===== config.mk =====
export PLATFORM = sky130hd
export DESIGN_NAME = mem_arbiter
export DESIGN_NICKNAME = d
export VERILOG_FILES = /design/src/rtl/mem_arb_pkg.sv /design/src/rtl/mem_arb_grant.sv /design/src/rtl/mem_arbiter.sv
export SDC_FILE = /design/constraint.sdc
export NUM_CORES = 1
export LEC_CHECK = 0
export BUFFER_PORTS_ARGS = -buffer_cell sky130_fd_sc_hd__buf_2
export CORE_MARGIN = 2
export CORE_UTILIZATION = 44
export DETAILED_ROUTE_END_ITERATION = 10
export PLACE_DENSITY = 0.86
export SLEW_MARGIN = 20
export SYNTH_ARGS = -nofsm -noshare
export SYNTH_HDL_FRONTEND = slang
export SYNTH_HIERARCHICAL = 1
export SYNTH_SLANG_ARGS = --single-unit

===== constraint.sdc =====
create_clock -name clk -period 2.2 [get_ports clk]
set_clock_uncertainty 0.05 [all_clocks]
set_input_delay 0.11 -clock clk [delete_from_list [all_inputs] [get_ports clk]]
set_output_delay 0.11 -clock clk [all_outputs]
set_load 0.05 [all_outputs]

===== src/rtl/mem_arb_pkg.sv =====
// Shared types and helpers for the N-port memory arbiter.
package mem_arb_pkg;

   typedef enum logic [1:0] {
      IDLE = 2'd0,
      BUSY = 2'd1,
      DONE = 2'd2
   } state_t;

   function automatic int unsigned be_width(input int unsigned data_w);
      return data_w / 8;
   endfunction

   // True when addr lies in [base, base+size); a zero size never hits.
   function automatic logic rom_hit(input logic [63:0] addr,
                                    input logic [63:0] base,
                                    input logic [63:0] size);
      return (addr >= base) && ((addr - base) < size);
   endfunction

endpackage


===== src/rtl/mem_arb_grant.sv =====
// Combinational grant selector: highest requesting port wins, or round-robin
// after rr_ptr when MEM_ARB_RR_EN is defined.
module mem_arb_grant #(
   parameter int unsigned NUM_PORTS = 2,
   parameter int unsigned IDX_W     = 1
) (
   input  logic [NUM_PORTS-1:0] req,
`ifdef MEM_ARB_RR_EN
   input  logic [IDX_W-1:0]     rr_ptr,
`endif
   output logic [NUM_PORTS-1:0] grant_c,
   output logic [IDX_W-1:0]     grant_idx_c,
   output logic                 any_req_c
);

`ifdef MEM_ARB_RR_EN
   int unsigned best;
   int unsigned dist;

   // Smallest distance past rr_ptr (mod NUM_PORTS) wins.
   always_comb begin
      best        = NUM_PORTS;
      dist        = 0;
      grant_idx_c = '0;
      for (int unsigned i = 0; i < NUM_PORTS; i++) begin
         dist = (i + 2 * NUM_PORTS - 32'(rr_ptr) - 1) % NUM_PORTS;
         if (req[i] && (dist < best)) begin
            best        = dist;
            grant_idx_c = IDX_W'(i);
         end
      end
   end
`else
   always_comb begin
      grant_idx_c = '0;
      for (int unsigned i = 0; i < NUM_PORTS; i++) begin
         if (req[i]) grant_idx_c = IDX_W'(i);
      end
   end
`endif

   assign any_req_c = |req;
   assign grant_c   = any_req_c ? (NUM_PORTS'(1) << grant_idx_c) : '0;

endmodule


===== src/rtl/mem_arbiter.sv =====
// N-port arbiter in front of a single-port memory with fixed read latency and a
// write-protected ROM window. Define MEM_ARB_RR_EN for round-robin arbitration.
module mem_arbiter
   import mem_arb_pkg::*;
#(
   parameter int unsigned       NUM_PORTS   = 2,
   parameter int unsigned       ADDR_W      = 32,
   parameter int unsigned       DATA_W      = 32,
   parameter int unsigned       MEM_LATENCY = 2,
   parameter logic [ADDR_W-1:0] ROM_BASE    = '0,
   parameter logic [ADDR_W-1:0] ROM_SIZE    = ADDR_W'(32'h1000),
   localparam int unsigned      BE_W        = be_width(DATA_W)
) (
   input  logic                          clk,
   input  logic                          reset,
   input  logic [NUM_PORTS-1:0]          req,
   input  logic [NUM_PORTS*BE_W-1:0]     we,
   input  logic [NUM_PORTS*ADDR_W-1:0]   addr,
   input  logic [NUM_PORTS*DATA_W-1:0]   wdata,
   output logic [NUM_PORTS-1:0]          wait_o,
   output logic [NUM_PORTS-1:0]          done,
   output logic [DATA_W-1:0]             rdata,
   output logic                          rom_err,
   output logic                          mem_en,
   output logic [BE_W-1:0]               mem_we,
   output logic [ADDR_W-1:0]             mem_addr,
   output logic [DATA_W-1:0]             mem_wdata,
   input  logic [DATA_W-1:0]             mem_rdata
);

   localparam int unsigned IDX_W = (NUM_PORTS > 1) ? $clog2(NUM_PORTS) : 1;
   localparam int unsigned CNT_W = $clog2(MEM_LATENCY + 1);

   state_t               state_q, state_d;
   logic [CNT_W-1:0]     cnt_q, cnt_d;
   logic [NUM_PORTS-1:0] gnt_q, gnt_d;
   logic                 wr_q, wr_d;
   logic                 rom_q, rom_d;

   logic                 mem_en_d;
   logic [BE_W-1:0]      mem_we_d;
   logic [ADDR_W-1:0]    mem_addr_d;
   logic [DATA_W-1:0]    mem_wdata_d;
   logic [DATA_W-1:0]    rdata_d;
   logic [NUM_PORTS-1:0] done_d;
   logic                 rom_err_d;

   logic [NUM_PORTS-1:0] grant_oh;
   logic [IDX_W-1:0]     grant_idx;
   logic                 any_req;

   logic [BE_W-1:0]      we_sel;
   logic [ADDR_W-1:0]    addr_sel;
   logic [DATA_W-1:0]    wdata_sel;
   logic                 wr_sel;
   logic                 rom_wr_sel;

`ifdef MEM_ARB_RR_EN
   logic [IDX_W-1:0]     rr_ptr, rr_ptr_d;
`endif

   mem_arb_grant #(
      .NUM_PORTS (NUM_PORTS),
      .IDX_W     (IDX_W)
   ) u_grant (
      .req         (req),
`ifdef MEM_ARB_RR_EN
      .rr_ptr      (rr_ptr),
`endif
      .grant_c     (grant_oh),
      .grant_idx_c (grant_idx),
      .any_req_c   (any_req)
   );

   // Operand mux for the port about to be granted.
   always_comb begin
      we_sel    = '0;
      addr_sel  = '0;
      wdata_sel = '0;
      for (int unsigned i = 0; i < NUM_PORTS; i++) begin
         if (grant_idx == IDX_W'(i)) begin
            we_sel    = we[i*BE_W +: BE_W];
            addr_sel  = addr[i*ADDR_W +: ADDR_W];
            wdata_sel = wdata[i*DATA_W +: DATA_W];
         end
      end
   end

   assign wr_sel     = |we_sel;
   assign rom_wr_sel = wr_sel & rom_hit(64'(addr_sel), 64'(ROM_BASE), 64'(ROM_SIZE));
   assign wait_o     = req & ~done;

   always_comb begin
      state_d     = state_q;
      cnt_d       = cnt_q;
      gnt_d       = gnt_q;
      wr_d        = wr_q;
      rom_d       = rom_q;
      mem_en_d    = 1'b0;
      mem_we_d    = '0;
      mem_addr_d  = mem_addr;
      mem_wdata_d = mem_wdata;
      rdata_d     = rdata;
      done_d      = '0;
      rom_err_d   = 1'b0;
      case (state_q)
         IDLE: begin
            if (any_req) begin
               state_d     = BUSY;
               cnt_d       = CNT_W'(1);
               gnt_d       = grant_oh;
               wr_d        = wr_sel;
               rom_d       = rom_wr_sel;
               mem_en_d    = 1'b1;
               mem_we_d    = rom_wr_sel ? '0 : we_sel;
               mem_addr_d  = addr_sel;
               mem_wdata_d = wdata_sel;
            end
         end
         BUSY: begin
            // Memory data is valid in the cycle the count reaches MEM_LATENCY.
            if (cnt_q == CNT_W'(MEM_LATENCY)) begin
               state_d   = DONE;
               done_d    = gnt_q;
               rom_err_d = rom_q;
               if (!wr_q) rdata_d = mem_rdata;
            end else begin
               cnt_d = cnt_q + CNT_W'(1);
            end
         end
         DONE:    state_d = IDLE;
         default: state_d = IDLE;
      endcase
   end

   always_ff @(posedge clk) begin
      if (reset) begin
         state_q   <= IDLE;
         cnt_q     <= '0;
         gnt_q     <= '0;
         wr_q      <= 1'b0;
         rom_q     <= 1'b0;
         mem_en    <= 1'b0;
         mem_we    <= '0;
         mem_addr  <= '0;
         mem_wdata <= '0;
         rdata     <= '0;
         done      <= '0;
         rom_err   <= 1'b0;
      end else begin
         state_q   <= state_d;
         cnt_q     <= cnt_d;
         gnt_q     <= gnt_d;
         wr_q      <= wr_d;
         rom_q     <= rom_d;
         mem_en    <= mem_en_d;
         mem_we    <= mem_we_d;
         mem_addr  <= mem_addr_d;
         mem_wdata <= mem_wdata_d;
         rdata     <= rdata_d;
         done      <= done_d;
         rom_err   <= rom_err_d;
      end
   end

`ifdef MEM_ARB_RR_EN
   // Remember the last winner so the search starts just after it.
   always_comb begin
      rr_ptr_d = rr_ptr;
      if ((state_q == IDLE) && any_req) rr_ptr_d = grant_idx;
   end

   always_ff @(posedge clk) begin
      if (reset) rr_ptr <= '0;
      else       rr_ptr <= rr_ptr_d;
   end
`endif

endmodule


==> results.yml, run 1 <==
cells_and_area:
  final_area_um2: 6680
  final_cells: 937
  area_growth_pct: 40.4
  final_nets: 969
  num_antenna_cells: 0
  drive_gt1_frac: 0.393
setup_path:
  cp_max_fo: 32
  crit_path_start_kind: "flip-flop"
  arrival_ps: 1840
  crit_path_start: "cnt_q[1]"
  end_kind: "flip-flop"
  cp.required_ps: 2380
  criticalPathCategory: "reg2reg"
  timing.rr.start: "cnt_q[1]"
floorplanning:
  die-area_um2: 11700
  die_w_um: 108
  die_y_um: 108
  core_area_um2: 10400
  initial_utilization: 0.457
  io_pins: 278
  placement_rows: 37
routing:
  drtIter0Drc: 331
  wirelength_um: 14200
  first_pass_iters: 7
  postRouteAntennaNets: 0
  drc_errors: 0
  via_per_inst: 5.03
  drt-wirelength-per-cell_um: 15.2
  vias: 4710
yosys:
  avgSynthCellArea_um2: 9.29
  ys_ff_latch: 112
  syn_area_um2: 4760
  synthArstFlopShare: 0
  syn-num-nets: 685
  synth_common_cells: "dfxtp_1, nor2_1, mux2i_1"
  yosysTopAreaCellShare: 0.471
  syn_inst: 512
  ys_types: 35
  ys_seq_area_frac: 0.471
  yosys_warnings: 6
  yosysTopAreaCell: "dfxtp_1"
  synth_edf_count: 0
  post-synth-top-count-cell: "dfxtp_1"
  synth_ff_type: "dfxtp_1"
  yosys-top-cells-area: "dfxtp_1, mux2i_1, a211oi_1"
cts:
  cts_htree_levels: 3
  root_buffer: "clkbuf_8"
  clkTransAtPathRegs_ps: 110
  clk_latency_ps: 350
  cts_buffers: 9
  cts_resized: 0
  cts.sink_count: 112
  clockBufferDepth: 2
  post_cts_buffers: 0
  cts_hold_buf: 32
  tritoncts: "yes"
power:
  p_total_mw: 4.85
  power_density_nw_per_um2: 726
  p_leak_nw: 3.24
  p_int_mw: 3.15
  p_switching_mw: 1.70
  clkPwrFrac: 0.260
  peakVddDrop_mv: 0.416
  p_seq_frac: 0.465
  swShare: 0.350
  combPwrFrac: 0.275
place:
  place_congestion: 0.791
  port_buffers: 277
  hpwl_um: 10300
  dpl.cell_count: 889
  place_area_um2: 6160
job:
  drv_cap: 0
run_status:
  outcome: "finished clean"
grt:
  grt_pass1_wl_um: 21200
  use_met3: 0.0597
  busiest_layer: "met2"
  gr-usage-all-layers: 0.231
  gr-usage-met1: 0.260
  grt_pass1_vias: 4306
  antenna_found_initial: 1
  grt-ovfl-total: 0
  grtUsageMet2: 0.428
  grt_max_degree: 85
sta:
  rsz0062_at_grt: "false"
  fin_crit_ps: 1670
  finalHoldViolations: 0
  relSlewSlack: 0.539
  tns_ps: 0
  finalSetupViolCount: 0
  drv_slew: 0
  max_freq_ghz: 0.600
  worst_pin_slew_ps: 691
  timing.final.crit_share: 0.758
hold_path:
  hp-class: "in2reg"
  min_from: "wdata[21]"
## placed cells by master (no fill, tap or decap), types with 2 or more instances in the layout
cell           netlist  final
dlygate4sd3_1        0     32
buf_2               21    275
nor3_4               2      2
buf_4                5      8
and2_1               3      3
a211oi_1            66     66
nand2_1             69     69
mux2i_1             72     72
buf_12               0      2
clkbuf_8             0      9
clkinv_4             0      2
a21oi_1             33     33
o21ai_2              2      2
nor3_1               3      3
nor2_1              73     73
nand2b_1             2      2
nor2b_1              3      3
dfxtp_1            112    112
nor4_1              11     11
## stage by stage
step                      hold WS [ps]  utilization  setup slack (ps)
final                             22.9        0.641               532
after global routing              17.8        0.641               410
after CTS                         7.45        0.641               564
after detailed placement           306        0.591               545
after global placement             301        0.591               549
after floorplan                    196            -               664
## worst paths after layout
path,to,slack [ps],cells after the start
worst min register to register,rdata[25],410,2
worst max-delay path,rdata[31],530,6
worst min-delay path,mem_wdata[21],20,3
worst max register to register,rdata[31],530,6
## power by group through the flow
stage               Sequential [mW]  Combinational (mW)  Clock, mW
floorplan                      2.78               0.423          0
global placement               2.30                1.28          0
detailed placement             2.30                1.29          0
CTS                            2.25                1.34       1.29
global route                   2.27                1.42       1.37
finish                         2.25                1.33       1.26
## layer usage
metal  part of all wire  vias to the layer above
li1                   -                     2371
met1               0.39                     2127
met2               0.51                      196
met3              0.078                       14
met4              0.013                        2
met5            0.00091                        -
## sequential cells by signal (all words and copies together), names as in the netlist
register   count
gnt_q          2
done           2
wr_q           1
mem_addr      32
mem_en         1
mem_we         4
rom_err        1
cnt_q          2
state_q        2
mem_wdata     32
rom_q          1
rdata         32
## layout make-up
type	count	area, um^2
Sequential cell	112	2240
Fill cell	864	3730
Clock inverter	7	80.1
Multi-Input combinational cell	354	2260
Timing Repair Buffer	317	1800
Inverter	2	7.51
Clock buffer	9	124
Tap cell	136	170
## kinds of logic (layout without fill, tap and decap cells)
group / after synthesis / count (layout) / synth area share
buffers and inverters: 46 / 335 / 0.0536
AO/OA/AOI/OAI: 103 / 103 / 0.145
AND/OR/NAND/NOR: 177 / 177 / 0.174
multiplexers: 73 / 73 / 0.154
adder cells (fa/ha/maj): 1 / 1 / 0.00263
flip-flops: 112 / 112 / 0.471
## critical path, cell delays in order (launching register included)
cell and delay [ps]:
dfxtp_1 380, ha_1 250, nand2_1 120, or3_1 310
buf_4 240, nand2_1 110, a21oi_1 80
(Power assumes the default switching activity.)
==> run 2: changes to the inputs <==
Settings changed: ABC_AREA set to 1, CORE_UTILIZATION 44 to 43, PLACE_DENSITY 0.86 to 0.85.
Clock period 2.2 ns to 1.7 ns, I/O delays scaled along.
==> results.yml, run 2 <==
setup_path:
  cp_max_fo: 47
  worst_path_max_delay_cell: "dlygate4sd3_1"
  criticalPathCategory: "in2reg"
  crit_family: "buffers and inverters"
  ff2ff_path_depth: 6
  end_kind: "flip-flop"
  timing.rr.start: "state_q[1]"
  r2r_end: "mem_wdata[30]"
  arrival_ps: 1740
  regToRegSetupSlack_ps: 180
  slowest_delay_ps: 540
  crit_path_start_kind: "primary input"
  critPathBufInv: 4
  cp.required_ps: 1920
  cp_cell_sequence: "dlygate4sd3_1 -> buf_2 -> inv_2 -> buf_4 -> o21ai_0 -> a31oi_1"
cells_and_area:
  final_nets: 1190
  final_cell_mix: "buf_2, nand2_1, nor2_1, dlygate4sd3_1, dfxtp_1"
  largestRegisters: "mem_addr (32), mem_wdata (32), rdata (32)"
  drive_gt1_frac: 0.306
  post-route-util: 0.721
  area_growth_pct: 63.1
  final_common_cell: "buf_2"
cts:
  root_buffer: "clkbuf_8"
  clockBufferDepth: 2
  clk_latency_ps: 350
  cts.sink_count: 112
  cts_htree_levels: 3
  tritoncts: "yes"
  clkTransAtPathRegs_ps: 110
  cts_buffers: 9
  cts_resized: 0
floorplanning:
  io_pins: 278
  die_w_um: 107
  die-area_um2: 11500
  die_y_um: 107
  initial_utilization: 0.442
  core_area_um2: 10300
  placement_rows: 37
sta:
  worst_pin_slew_ps: 460
  timing.final.crit_share: 0.895
  finalHoldViolations: 0
  relSlewSlack: 0.693
  max_freq_ghz: 0.657
  drv_slew: 0
  tns_ps: 0
  fin_crit_ps: 1520
  finalSetupViolCount: 0
  rsz0062_at_grt: "false"
  hold_ws_ps: 13.1
power:
  swShare: 0.373
  p_int_mw: 4.13
  p_switching_mw: 2.46
  p_seq_frac: 0.453
  peakVddDrop_mv: 0.721
  p_total_mw: 6.59
  combPwrFrac: 0.331
  power_density_nw_per_um2: 885
  clkPwrFrac: 0.216
  p_leak_nw: 3.83
grt:
  grt_max_degree: 70
  antenna_found_initial: 0
  grt-ovfl-total: 0
  grtUsageMet2: 0.555
  busiest_layer: "met2"
  gr-usage-met1: 0.339
  grt_pass1_vias: 5950
  gr-usage-all-layers: 0.319
  grt_pass1_wl_um: 28900
  use_met3: 0.0760
yosys:
  yosys_warnings: 6
  yosys-top-cells-area: "dfxtp_1, nand2_1, o21ai_0"
  synthArstFlopShare: 0
  synth_edf_count: 0
  avgSynthCellArea_um2: 7.12
  synth_common_cells: "nand2_1, nor2_1, dfxtp_1"
  syn_inst: 641
  ys_types: 18
  yosysTopAreaCell: "dfxtp_1"
  syn_area_um2: 4560
  ys_ff_latch: 112
  post-synth-top-count-cell: "nand2_1"
  synth_ff_type: "dfxtp_1"
  syn-num-nets: 814
  ys_seq_area_frac: 0.491
  yosysTopAreaCellShare: 0.491
run_status:
  outcome: "finished clean"
hold_path:
  worstHoldEndpoint: "mem_we[2]"
  hp-class: "in2reg"
  hold_depth: 5
  min_from: "we[6]"
place:
  port_buffers: 277
  place_congestion: 0.843
  hpwl_um: 10200
routing:
  drt-wirelength-per-cell_um: 16.1
  wirelength_um: 18700
  drc_errors: 0
  via_per_inst: 5.20
  postRouteAntennaNets: 0
  first_pass_iters: 6
  drtIter0Drc: 454
  vias: 6017
job:
  drv_cap: 0
## run 2: worst max path at each step
stage,from,endpoint,slack [ps],cells past startpoint
3_5_place_dp,req[1],mem_we[3],250,9
5_1_grt,state_q[1],mem_wdata[30],70,6
3_3_place_gp,req[1],mem_we[1],290,9
6_report,reset,mem_wdata[30],180,6
4_1_cts,state_q[1],mem_wdata[16],290,6
2_1_floorplan,cnt_q[0],rdata[0],350,8
## run 2: area by class of cell
class,instances,area [um^2]
Fill cell,765,2880
Timing Repair Buffer,414,2790
Tap cell,136,170
Inverter,21,78.8
Sequential cell,112,2240
Clock inverter,3,20.0
Antenna cell,1,2.50
Clock buffer,11,141
Multi-Input combinational cell,459,2000
## run 2: worst reg2reg max path, cell delays in order, from the launching register on
cell and delay [ps]:
dfxtp_1 330, nor2_1 100, nand2_1 150, inv_2 140, buf_12 260, o21ai_0 160
a31oi_1 260
## run 2: timing repair
item,4_1_cts,5_1_grt
hold buffers,123,0
endpoints found under the hold margin,82,0
setup buffers,0,0
## run 2: cells by family (layout without fill, tap and decap cells)
logic type,after synthesis,in the layout,share of synthesized area
AO/OA/AOI/OAI,155,155,0.183
adder cells (fa/ha/maj),1,1,0.00274
buffers and inverters,70,449,0.0696
flip-flops,112,112,0.491
other,0,1,0
AND/OR/NAND/NOR,303,303,0.253
## run 2: power by group through the flow
stage | registers, mW | logic [mW] | clock network [mW]
after floorplan | 3.78 | 0.561 | 0
after detailed placement | 3.02 | 1.89 | 0
after CTS | 2.97 | 2.11 | 1.45
after global placement | 3.02 | 1.87 | 0
final | 2.98 | 2.18 | 1.43
after global routing | 3.01 | 2.33 | 1.53
## run 2: through the flow
stage | cells | cell area [um^2] | worst slack, ps
3_3_place_gp | 1019 | 6050 | 291
3_5_place_dp | 1019 | 6050 | 249
4_1_cts | 1156 | 7440 | 293
5_1_grt | 1156 | 7440 | 72.6
6_report | 1157 | 7440 | 179
2_1_floorplan | 641 | 4560 | 353
## run 2: metal layers
metal,part of all wire,vias up
met5,0,-
met4,0.070,0
met3,0.068,124
met2,0.49,359
met1,0.37,2705
li1,-,2829
==> run 3: changes to the inputs <==
--- a/config.mk
+++ b/config.mk
@@ -13,2 +13,3 @@
 export PLACE_DENSITY = 0.85
+export REMOVE_ABC_BUFFERS = 1
 export SLEW_MARGIN = 20
==> constraint.sdc (replaced) <==
create_clock -name clk -period 1.53 [get_ports clk]
set_clock_uncertainty 0.05 [all_clocks]
set_input_delay 0.3825 -clock clk [delete_from_list [all_inputs] [get_ports clk]]
set_output_delay 0.3825 -clock clk [all_outputs]
set_load 0.05 [all_outputs]
==> results.yml, run 3 (same netlist as run 2, synthesis figures left out) <==
floorplanning:
  die_w_um: 107
  io_pins: 278
  initial_utilization: 0.442
  die-area_um2: 11500
  core_area_um2: 10300
  placement_rows: 37
  die_y_um: 107
cts:
  tritoncts: "yes"
  cts_buffers: 9
  cts_htree_levels: 3
  post_cts_buffers: 0
  clk_latency_ps: 350
  root_buffer: "clkbuf_8"
  cts.sink_count: 112
  clkTransAtPathRegs_ps: 110
  clockBufferDepth: 2
run_status:
  outcome: "finished clean"
setup_path:
  r2r_end: "rdata[13]"
  worst_path_max_delay_cell: "dfxtp_1"
  cp_cell_sequence: "nor2_1 -> clkbuf_4"
  cp.required_ps: 1100
  regToRegSetupSlack_ps: 110
  end_kind: "output pin"
  slowest_delay_ps: 340
  ff2ff_path_depth: 8
  cp_max_fo: 2
  crit_path_start_kind: "flip-flop"
  timing.rr.start: "cnt_q[0]"
  arrival_ps: 1040
  criticalPathCategory: "reg2out"
cells_and_area:
  multiInputGateArea_um2: 2010
  area_growth_pct: 41.2
  num_antenna_cells: 0
  final_nets: 1084
  final_common_cell: "buf_2"
  drive_gt1_frac: 0.364
  final_cell_mix: "buf_2, nand2_1, nor2_1, dfxtp_1, o21ai_0"
  post-route-util: 0.624
  nFillCells: 927
  area.sequential_um2: 2240
  largestRegisters: "mem_addr (32), mem_wdata (32), rdata (32)"
routing:
  postRouteAntennaNets: 0
  vias: 5151
  wirelength_um: 14200
  drtIter0Drc: 368
  via_per_inst: 4.90
  drt-wirelength-per-cell_um: 13.5
  first_pass_iters: 5
  drc_errors: 0
power:
  power_density_nw_per_um2: 1140
  peakVddDrop_mv: 0.624
  p_leak_nw: 3.45
  p_total_mw: 7.33
grt:
  grt_max_degree: 78
  grt_pass1_wl_um: 22700
  grt-ovfl-total: 0
  antenna_found_initial: 0
  grt_pass1_vias: 4928
  gr-usage-all-layers: 0.245
sta:
  fin_crit_ps: 1480
  drv_slew: 0
  finalSetupViolCount: 0
  hold_ws_ps: 191
  timing.final.crit_share: 0.965
  rsz0062_at_grt: "false"
  finalHoldViolations: 0
  worst_pin_slew_ps: 327
  setup_ws_ps: 54.2
  relSlewSlack: 0.782
  max_freq_ghz: 0.678
place:
  port_buffers: 277
  hpwl_um: 10700
  place_congestion: 0.836
  place_ws_ps: -232
hold_path:
  min_from: "mem_rdata[20]"
  hold_depth: 3
  hp-class: "in2reg"
  worstHoldEndpoint: "rdata[20]"
job:
  drv_cap: 0
-- run 3: cell types whose count changed in the layout (fill, tap and decap cells not counted), moves of 2 or more --
cell / before / now
buf_2: 277 / 274
dlygate4sd3_1: 123 / 0
buf_6: 0 / 2
buf_4: 9 / 24
inv_6: 0 / 3
-- run 3: power breakdown --
part | internal, mW | total, mW | switching [mW]
registers | 3.18 | 3.31 | 0.125
clock network | 0.824 | 1.86 | 1.03
logic | 0.637 | 2.17 | 1.53
total | 4.64 | 7.33 | 2.68
-- run 3: worst max-delay path: cells and delay by family (launching register included) --
kind | cells | cell delay, ps
buffers and inverters | 1 | 240
and+or+nand+nor | 1 | 110
DFF | 1 | 340
-- run 3: timing repair --
item | in CTS | in global routing
endpoints found under the setup margin | 1 | 20
hold buffers | 0 | 0
gates resized for setup | 3 | 3
gates cloned | 1 | 0
-- run 3: worst max path at each step --
stage                  start        end  slack (ps)
CTS                  done[0]  wait_o[0]          10
detailed placement    req[1]  mem_we[3]        -230
global route         done[0]  wait_o[0]           6
finish               done[0]  wait_o[0]          50
global placement      req[1]  mem_we[3]        -210
floorplan           cnt_q[0]   rdata[0]        -840
-- run 3: through the flow --
stage	setup TNS, ps	instances	cell area [um^2]
after floorplan	-66500	592	4320
after detailed placement	-10520	1035	6180
final	0	1052	6440
after global placement	-6370	1035	6180
after global routing	0	1052	6440
after CTS	0	1052	6430
-- run 3: cell type report --
type,count,area share
Clock buffer,10,0.0214
Clock inverter,6,0.0113
Inverter,21,0.0122
Multi-Input combinational cell,459,0.311
Sequential cell,112,0.348
Tap cell,136,0.0264
Timing Repair Buffer,308,0.269
-- run 3: per-layer routing --
| layer | up-vias | global-route usage | part of all wire |
|---|---|---|---|
| li1 | 2610 | - | - |
| met1 | 2260 | 0.289 | 0.41 |
| met2 | 240 | 0.421 | 0.47 |
| met3 | 41 | 0.0578 | 0.085 |
| met4 | 0 | 0.110 | 0.035 |
| met5 | - | 0 | 0 |
